--- src/rtl/lsu_stb_pkg.sv ---
`default_nettype none
// ============================================================================
// Module      : lsu_stb_pkg
// Description : Shared constants for the store-buffer read/drain controller:
//               entry-state encoding, issue FSM encoding and default sizing.
// Revision    : 1.0  initial release
// ============================================================================
package lsu_stb_pkg;

    // Default buffer geometry
    localparam int c_NENT = 8;
    localparam int c_PTRW = 3;

    // Per-entry lifecycle encoding
    localparam logic [1:0] c_ENT_EMPTY  = 2'b00;
    localparam logic [1:0] c_ENT_VALID  = 2'b01;
    localparam logic [1:0] c_ENT_ISSUED = 2'b10;

    // Issue FSM encoding
    localparam logic [0:0] c_ISS_IDLE = 1'b0;
    localparam logic [0:0] c_ISS_REQ  = 1'b1;

endpackage
`default_nettype wire

--- src/rtl/lsu_stb_rd_ent.sv ---
`default_nettype none
// ============================================================================
// Module      : lsu_stb_rd_ent
// Description : Lifecycle tracker for one store-buffer entry
//               (EMPTY -> VALID -> ISSUED -> EMPTY) plus write-error flag.
// Revision    : 1.0  initial release
// ============================================================================
module lsu_stb_rd_ent
    import lsu_stb_pkg::*;
(
    input  logic       clk,
    input  logic       rst,
    input  logic       i_wr,
    input  logic       i_gnt,
    input  logic       i_ack,
    output logic [1:0] o_state,
    output logic       o_wr_err
);

    logic [1:0] r_state;
    logic [1:0] w_state_next;
    logic       r_wr_err;

    // Each event only acts in the one state it applies to, so the three
    // transitions can never collide.
    always_comb begin
        w_state_next = r_state;
        case (r_state)
            c_ENT_EMPTY:  if (i_wr)  w_state_next = c_ENT_VALID;
            c_ENT_VALID:  if (i_gnt) w_state_next = c_ENT_ISSUED;
            c_ENT_ISSUED: if (i_ack) w_state_next = c_ENT_EMPTY;
            default:                 w_state_next = c_ENT_EMPTY;
        endcase
    end

    // State flop and registered write-to-occupied-entry flag
    always_ff @(posedge clk or posedge rst) begin
        if (rst) begin
            r_state  <= c_ENT_EMPTY;
            r_wr_err <= 1'b0;
        end else begin
            r_state  <= w_state_next;
            r_wr_err <= i_wr && (r_state != c_ENT_EMPTY);
        end
    end

    assign o_state  = r_state;
    assign o_wr_err = r_wr_err;

endmodule
`default_nettype wire

--- src/rtl/lsu_stb_rdctl.sv ---
`default_nettype none
// ============================================================================
// Module      : lsu_stb_rdctl
// Description : Store-buffer drain control: picks the oldest unissued entry,
//               requests the PCX arbiter with TSO/RMO ordering, retires on ack.
// Revision    : 1.0  initial release
// ============================================================================
module lsu_stb_rdctl
    import lsu_stb_pkg::*;
#(
    parameter int NENT = c_NENT,
    parameter int PTRW = c_PTRW
) (
    input  logic                rclk,
    input  logic                arst,
    input  logic [NENT-1:0]     stb_wr_en_l,
    input  logic [2*NENT-1:0]   stb_state_si,
    input  logic [2*NENT-1:0]   stb_state_rtype,
    input  logic [NENT-1:0]     stb_state_rmo,
    input  logic                pcx_gnt,
    input  logic                cpx_st_ack,
    input  logic [PTRW-1:0]     cpx_st_ack_ent,
    output logic                pcx_req,
    output logic [PTRW-1:0]     pcx_ent,
    output logic [1:0]          pcx_si,
    output logic [1:0]          pcx_rtype,
    output logic                pcx_rmo,
    output logic [NENT-1:0]     stb_vld,
    output logic                stb_empty,
    output logic                stb_full,
    output logic [PTRW-1:0]     stb_rptr,
    output logic [PTRW:0]       stb_outstd_cnt,
    output logic                stb_wr_err
);

    logic [1:0]       w_ent_state [NENT];
    logic [NENT-1:0]  w_wr_err;
    logic [0:0]       r_iss_state;
    logic [0:0]       w_iss_next;
    logic             w_load;
    logic             w_gnt_fire;
    logic             w_ack_ok;
    logic             w_eligible;
    logic [PTRW-1:0]  r_rptr;
    logic [PTRW:0]    r_outstd_cnt;
    logic [PTRW-1:0]  r_pcx_ent;
    logic [1:0]       r_pcx_si;
    logic [1:0]       r_pcx_rtype;
    logic             r_pcx_rmo;

    // A grant only counts while a request is actually up; an ack only counts
    // against an entry already ISSUED (so an ack racing its own grant is dropped).
    assign w_gnt_fire = (r_iss_state == c_ISS_REQ) && pcx_gnt;
    assign w_ack_ok   = cpx_st_ack && (w_ent_state[cpx_st_ack_ent] == c_ENT_ISSUED);
    assign w_eligible = (w_ent_state[r_rptr] == c_ENT_VALID) &&
                        (stb_state_rmo[r_rptr] || (r_outstd_cnt == '0));

    for (genvar gi = 0; gi < NENT; gi++) begin : g_ent
        lsu_stb_rd_ent u_ent (
            .clk      (rclk),
            .rst      (arst),
            .i_wr     (~stb_wr_en_l[gi]),
            .i_gnt    (w_gnt_fire && (r_pcx_ent == PTRW'(gi))),
            .i_ack    (cpx_st_ack && (cpx_st_ack_ent == PTRW'(gi))),
            .o_state  (w_ent_state[gi]),
            .o_wr_err (w_wr_err[gi])
        );
        assign stb_vld[gi] = (w_ent_state[gi] != c_ENT_EMPTY);
    end

    // Issue FSM next-state: launch from IDLE when eligible, return on grant
    always_comb begin
        w_iss_next = r_iss_state;
        w_load     = 1'b0;
        case (r_iss_state)
            c_ISS_IDLE: begin
                if (w_eligible) begin
                    w_iss_next = c_ISS_REQ;
                    w_load     = 1'b1;
                end
            end
            c_ISS_REQ: begin
                if (pcx_gnt) w_iss_next = c_ISS_IDLE;
            end
            default: w_iss_next = c_ISS_IDLE;
        endcase
    end

    // Issue FSM state register
    always_ff @(posedge rclk or posedge arst) begin
        if (arst) r_iss_state <= c_ISS_IDLE;
        else      r_iss_state <= w_iss_next;
    end

    // Request fields are captured once at launch and held through the handshake
    always_ff @(posedge rclk or posedge arst) begin
        if (arst) begin
            r_pcx_ent   <= '0;
            r_pcx_si    <= '0;
            r_pcx_rtype <= '0;
            r_pcx_rmo   <= 1'b0;
        end else if (w_load) begin
            r_pcx_ent   <= r_rptr;
            r_pcx_si    <= stb_state_si[{r_rptr, 1'b0} +: 2];
            r_pcx_rtype <= stb_state_rtype[{r_rptr, 1'b0} +: 2];
            r_pcx_rmo   <= stb_state_rmo[r_rptr];
        end
    end

    // Read pointer advances on each grant; natural wrap since NENT is 2^PTRW
    always_ff @(posedge rclk or posedge arst) begin
        if (arst)            r_rptr <= '0;
        else if (w_gnt_fire) r_rptr <= r_rptr + PTRW'(1);
    end

    // Outstanding-store count: simultaneous grant and ack cancel out
    always_ff @(posedge rclk or posedge arst) begin
        if (arst) begin
            r_outstd_cnt <= '0;
        end else begin
            case ({w_gnt_fire, w_ack_ok})
                2'b10:   r_outstd_cnt <= r_outstd_cnt + (PTRW+1)'(1);
                2'b01:   r_outstd_cnt <= r_outstd_cnt - (PTRW+1)'(1);
                default: r_outstd_cnt <= r_outstd_cnt;
            endcase
        end
    end

    assign pcx_req        = (r_iss_state == c_ISS_REQ);
    assign pcx_ent        = r_pcx_ent;
    assign pcx_si         = r_pcx_si;
    assign pcx_rtype      = r_pcx_rtype;
    assign pcx_rmo        = r_pcx_rmo;
    assign stb_empty      = ~|stb_vld;
    assign stb_full       = &stb_vld;
    assign stb_rptr       = r_rptr;
    assign stb_outstd_cnt = r_outstd_cnt;
    assign stb_wr_err     = |w_wr_err;

endmodule
`default_nettype wire
--- config.mk ---
export PLATFORM = sky130hd
export DESIGN_NAME = lsu_stb_rdctl
export DESIGN_NICKNAME = d
export VERILOG_FILES = /design/src/rtl/lsu_stb_pkg.sv /design/src/rtl/lsu_stb_rd_ent.sv /design/src/rtl/lsu_stb_rdctl.sv
export SDC_FILE = /design/constraint.sdc
export NUM_CORES = 1
export LEC_CHECK = 0
export BUFFER_PORTS_ARGS = -buffer_cell sky130_fd_sc_hd__buf_2
export CORE_AREA = 5 5 56 108
export CTS_CLUSTER_SIZE = 20
export DETAILED_ROUTE_END_ITERATION = 10
export DIE_AREA = 0 0 61 113
export MAX_ROUTING_LAYER = met4
export PLACE_DENSITY = 0.75
export SKIP_CTS_REPAIR_TIMING = 1
export SKIP_LAST_GASP = 1
export SYNTH_ARGS = -nofsm -noshare
export SYNTH_HDL_FRONTEND = slang
export SYNTH_HIERARCHICAL = 1
export SYNTH_SLANG_ARGS = --single-unit
--- constraint.sdc ---
create_clock -name rclk -period 2.8 [get_ports rclk]
set_input_delay 0.56 -clock rclk [delete_from_list [all_inputs] [get_ports rclk]]
set_output_delay 0.56 -clock rclk [all_outputs]
set_load 0.02 [all_outputs]
## Word level (Yosys, flattened, before mapping)

Cells that the tools add are included.

- Eq/ne operators: 58
- Reductions and logical operators: 60
- Bitwise logic cells: 11
- Shift operators: 2
- Multiplexer cells: 45
- $add $sub $neg: 3
- Magnitude comparators: 3

Operators with widths:

| operator | count |
|---|---|
| 2-to-1 mux 2 bit | 28 |
| case mux 2 bit (3 select lines) | 8 |
| != test 2 x 1 -> 1 bit (second input constant) | 16 |
| variable part select 16 x 5 -> 2 bit | 2 |
| logical AND 1 bit | 27 |
| == test 3 bit (second input constant) | 8 |
| AND reduction 3 bit | 8 |
| == test 2 x 1 -> 1 bit (second input constant) | 10 |
| == test 2 bit (second input constant) | 10 |
| nonzero test 2 bit | 9 |
| zero test 2 bit | 8 |
| != test 2 bit (second input constant) | 8 |
| OR reduction 8 bit | 2 |
| binary-select mux 2 bit (select 3 bit) | 2 |
| == test 3 x 2 -> 1 bit (second input constant) | 4 |
| inverter 1 bit | 9 |
| greater-or-equal comparator 4 bit (second input constant) | 2 |
| inverter 3 -> 4 bit | 2 |
| case mux 4 bit (2 select lines) | 1 |
| AND reduction 8 bit | 1 |
| == test 3 x 1 -> 1 bit (second input constant) | 2 |
| zero test 3 bit | 2 |
| adder 4 x 1 -> 4 bit (second input constant) | 1 |
| zero test 4 bit | 1 |
| other kinds (8) | 11 |

- Flip-flop bits (word level): 40
- Output and inout port bits: 27

## Logic depth before layout (Yosys ltp)

- Depth after elaboration: 8
- Depth in mapped cells: 12

## Hierarchy

Netlist, hierarchy kept.

By module, submodules not included:

| module | area each (µm²) | times used | cells an instance |
|---|---|---|---|
| lsu_stb_rdctl | 1549.0 | 1 | 165 |
| lsu_stb_rd_ent | 125.1 | 8 | 11 |

## Least setup slack after synthesis

No wires, ideal clock.

- Path type: input port to flip-flop
- Start: input cpx_st_ack_ent[1]
- End: register r_outstd_cnt[3], in the netlist stb_outstd_cnt[3]
- Slack: 0.113 ns
- Library setup time: 0.131 ns
- Path buffers: 1
- Data required time: 2.669 ns
- Stages on the path: 11
- Data arrival time: 2.556 ns
- Path through: clkbuf_1 a32oi_1 mux4_2 nor2b_1 ha_1 ha_1 a21o_1 a21oi_1 xnor2_1 nor2_1 xor2_1

- Word-level cells in the longest chain between the ends: 8

RTL lines:

| what | RTL line | RTL |
|---|---|---|
| from (decl) | lsu_stb_rdctl.sv:22 | `input logic [PTRW-1:0] cpx_st_ack_ent,` |
| inverter 3 -> 4 bit (implied by the code) * | lsu_stb_rdctl.sv:54 | `assign w_ack_ok = cpx_st_ack && (w_ent_state[cpx_st_ack_ent] == c_ENT_ISSUED);` |
| binary-select mux 2 bit (select 3 bit) * | lsu_stb_rdctl.sv:54 |  |
| 2-to-1 mux 2 bit (implied by the code) * (2 in a row) | lsu_stb_rdctl.sv:54 |  |
| == test 2 bit * | lsu_stb_rdctl.sv:54 |  |
| logical AND 1 bit * | lsu_stb_rdctl.sv:54 |  |
| == test 2 x 1 -> 1 bit / == test 2 bit (equally long branches) | lsu_stb_rdctl.sv:121 | `case ({w_gnt_fire, w_ack_ok})` |
| case mux 4 bit (2 select lines) / nonzero test 2 bit (equally long branches) | -- |  |
| to (signal assigned) | lsu_stb_rdctl.sv:122 | `2'b10: r_outstd_cnt <= r_outstd_cnt + (PTRW+1)'(1);` |
| to (signal assigned) | lsu_stb_rdctl.sv:123 | `2'b01: r_outstd_cnt <= r_outstd_cnt - (PTRW+1)'(1);` |
| to (signal assigned) | lsu_stb_rdctl.sv:124 | `default: r_outstd_cnt <= r_outstd_cnt;` |
| to (decl) | lsu_stb_rdctl.sv:45 | `logic [PTRW:0] r_outstd_cnt;` |

Every way passes the cells marked *; elsewhere a longest branch is shown, timed or not. The select of a mux whose other input is x is not followed.
A chain may end at the register's enable or synchronous reset.

## Final worst setup path

- Start: register g_ent[5].u_ent.r_state[0]
- End: register r_outstd_cnt[3], in the netlist stb_outstd_cnt[3]

- Word-level cells in the longest chain between the ends: 7

RTL lines:

| what | RTL line | RTL |
|---|---|---|
| from (decl) | lsu_stb_rd_ent.sv:20 | `logic [1:0] r_state;` |
| from (signal assigned) | lsu_stb_rd_ent.sv:39 | `r_state <= c_ENT_EMPTY;` |
| from (signal assigned) | lsu_stb_rd_ent.sv:42 | `r_state <= w_state_next;` |
| binary-select mux 2 bit (select 3 bit) * | lsu_stb_rdctl.sv:54 |  |
| 2-to-1 mux 2 bit (implied by the code) * (2 in a row) | lsu_stb_rdctl.sv:54 |  |
| == test 2 bit * | lsu_stb_rdctl.sv:54 |  |
| logical AND 1 bit * | lsu_stb_rdctl.sv:54 |  |
| == test 2 x 1 -> 1 bit / == test 2 bit (equally long branches) | lsu_stb_rdctl.sv:121 |  |
| case mux 4 bit (2 select lines) / nonzero test 2 bit (equally long branches) | -- |  |

Marks and branches as above.

==> results.py <==
metrics = {
    "global_route": {
        "grt_max_degree": 17,
        "grt_use_total_pct": 21.61,
        "overflow": 0,
        "antenna_found_initial": 0,
        "grt_pass1_wl_mm": 10.60,
        "grt_pass1_vias": 2351,
    },
    "floorplan": {
        "row_count": 37,
        "die_w_um": 61,
        "initial_utilization_pct": 50.07,
        "core_area_um2": 5092,
        "ios": 82,
        "die-area_um2": 6893,
        "die_height_um": 113,
    },
    "cells_and_area": {
        "n_antenna_cell": 0,
        "nets": 408,
        "final_cells": 407,
        "finalInstanceArea_um2": 3199,
        "drive_gt1_share_pct": 38.97,
        "syn_to_final_growth_pct": 25.47,
        "fin_util_pct": 62.83,
    },
    "synth": {
        "syn_area_um2": 2550,
        "synth-seq-cells": 40,
        "syn_inst": 253,
        "synth.net_count": 313,
        "avgSynthCellArea_um2": 10.08,
        "ys_warn_count": 6,
        "ys_seq_area_share_pct": 39.25,
        "yosysUniqueCellTypes": 39,
    },
    "critical_path": {
        "crit_path_max_fanout": 8,
        "crit_type": "flop to flop",
        "start_kind": "flop",
        "critPathArrivalTime_ns": 2.74,
        "cp-end-kind": "flop",
        "required_ns": 2.99,
    },
    "outcome": {
        "status": "finished, final reports clean",
    },
    "cts": {
        "clock_latency_ns": 0.30,
        "max-clock-path-buffers": 2,
        "cts_max_level": 2,
        "clock_tree.root_cell": "clkbuf_8",
        "cts_buffers": 5,
        "clk_pin_slew_ns": 0.08,
        "tritoncts": "yes",
        "clock-sinks": 40,
    },
    "drt": {
        "first_iter_violations": 92,
        "drt-total-wl_mm": 6.479,
        "drt_pass1_iterations": 4,
        "drtAntennaViolNets": 0,
        "wl_per_cell_um": 15.92,
        "num_vias": 2208,
        "vias_per_cell": 5.425,
        "drc": 0,
    },
    "timing": {
        "setup_viol": 0,
        "maxSlewHeadroom_pct": 58.98,
        "final_hold_viol_count": 0,
        "layout_min_cycle_time_ns": 2.550,
        "worstMarginPinSlew_ns": 0.6146,
        "rsz0062_at_grt": "false",
        "clock.fmax_ghz": 0.3921,
        "finalCritPeriodShare_pct": 91.09,
        "setup_slack_ns": 0.2495,
        "setup_tns_ns": 0,
        "maxSlewViolCount": 0,
        "finalClockSkew_ns": 0.006162,
    },
    "placement": {
        "place_hpwl_mm": 5.334,
        "placed_area_um2": 3088,
        "dp_slack_ns": 0.0003897,
        "placedCellCount": 399,
        "portBuffers": 81,
        "gp_congestion": 0.9376,
    },
    "pwr": {
        "p_leak_nw": 1.576,
        "ir_drop_mv": 0.5879,
        "powerDensity_nw_per_um2": 1028,
    },
    "run": {
        "cap_violations": 0,
    },
    "min_path": {
        "min_path_type": "input pin to asynchronous set/reset pin",
    },
}
## area by class of cell
cell class	instances	area, µm²
Fill cell	461	1893
Sequential cell	40	1001
Tap cell	58	72.57
Clock buffer	5	68.82
Timing Repair Buffer	95	510.5
Multi-Input combinational cell	173	1380
Clock inverter	3	42.54
Inverter	33	123.9
## path summary, 6_finish.rpt
kind / endpoint / startpoint / slack (ns) / cells after the start
worst min register to register: pcx_si[1] / pcx_si[1] / 0.51 / 1
worst max-delay path: stb_outstd_cnt[3] / g_ent[5].u_ent/o_state[0] / 0.25 / 11
worst max register to register: stb_outstd_cnt[3] / g_ent[5].u_ent/o_state[0] / 0.25 / 11
worst min-delay path: g_ent[7].u_ent/o_state[1] / arst / 0.21 / 2
min in group rclk: g_ent[3].u_ent/o_wr_err / stb_wr_en_l[3] / 0.49 / 3
max in group asynchronous: pcx_ent[2] / arst / 1.97 / 2
## kinds of logic after synthesis
kind of cell	share of synthesized area, %
buffers and inverters	6.624
DFF	39.25
adders and majority gates	2.748
and+or+nand+nor	19.28
AOI/OAI and AO/OA	12.61
xor gates and xnor gates	2.061
muxes	17.42
## critical path: stages (launching register included)
cell and delay, ns:
dfrtp_1 0.47, nor2_1 0.12, a32oi_1 0.06, mux4_2 0.48
nor2b_1 0.19, ha_1 0.21, ha_1 0.23, a21o_1 0.18
a21oi_1 0.17, xnor2_1 0.13, nor2_1 0.06, xor2_1 0.14
## synth_stat cells
master    instances  area share, %
dfrtp_1          40             39
inv_1            33            4.9
nor2_1           22            3.2
nand2b_1         21            5.2
nand2_1          18            2.6
mux4_2           11            9.7
a21oi_2           8            2.7
o21a_1            8            2.4
o22ai_1           8            2.0
or2b_1            8            2.4
mux2_4            6            3.5
nor2b_1           6            1.5
nor3_1            6            1.2
mux2_2            5            2.2
mux2i_1           5            2.0
nor4_1            5            1.2
a32oi_1           4            1.4
clkbuf_1          4           0.59
ha_1              4            2.0
xnor2_1           4            1.4
o21ai_0           3           0.59
a21o_1            2           0.59
a21oi_1           2           0.39
buf_6             2           0.88
nand3_1           2           0.39
nand4_1           2           0.49
xor2_1            2           0.69
a21oi_4           1           0.64
a311o_1           1           0.39
a311oi_1          1           0.34
a31oi_1           1           0.25
a32oi_2           1           0.64
buf_4             1           0.29
fa_1              1           0.79
nand3b_1          1           0.29
nor3b_1           1           0.29
o311ai_0          1           0.34
or2_2             1           0.25
or4_1             1           0.29
## cells in the final DEF, fill, tap and decap left out, drive strengths merged, types with 8 or more instances in the layout
master / count
or2b: 8
o21a: 8
nand2: 18
nor2: 22
nand2b: 21
mux4: 11
dfrtp: 40
mux2: 11
o22ai: 8
inv: 33
buf: 95
a21oi: 11
## per-layer routing
metal / GRT usage [%] / routed length, µm
met5: - / 0
met3: 2.511 / 390
met1: 23.46 / 2312
met4: 10.71 / 213
met2: 37.17 / 3563
## registers in the layout, indices dropped and copies added, names as in the netlist
| name | flops |
|---|---|
| pcx_rmo | 1 |
| stb_outstd_cnt | 4 |
| g_ent.u_ent/o_state | 16 |
| pcx_req | 1 |
| g_ent.u_ent/o_wr_err | 8 |
| pcx_ent | 3 |
| stb_rptr | 3 |
| pcx_rtype | 2 |
| pcx_si | 2 |
## metrics by stage
| stage | hold slack, ns | total power, mW |
|---|---|---|
| floorplan | 0.3136 | 2.338 |
| global placement | 0.4945 | 2.811 |
| detailed placement | 0.4923 | 2.851 |
| CTS | 0.2151 | 3.332 |
| global route | 0.2256 | 3.547 |
| finish | 0.2147 | 3.288 |
## report_power, final
| group | switching (mW) | total, mW | internal [mW] | leakage (nW) |
|---|---|---|---|---|
| Sequential | 0.235 | 1.02 | 0.784 | 0.479 |
| Clock | 0.210 | 0.474 | 0.264 | 0.0541 |
| Combinational | 0.894 | 1.80 | 0.901 | 1.04 |
| Total | 1.34 | 3.29 | 1.95 | 1.58 |
Power figures use the tool's default switching activity.
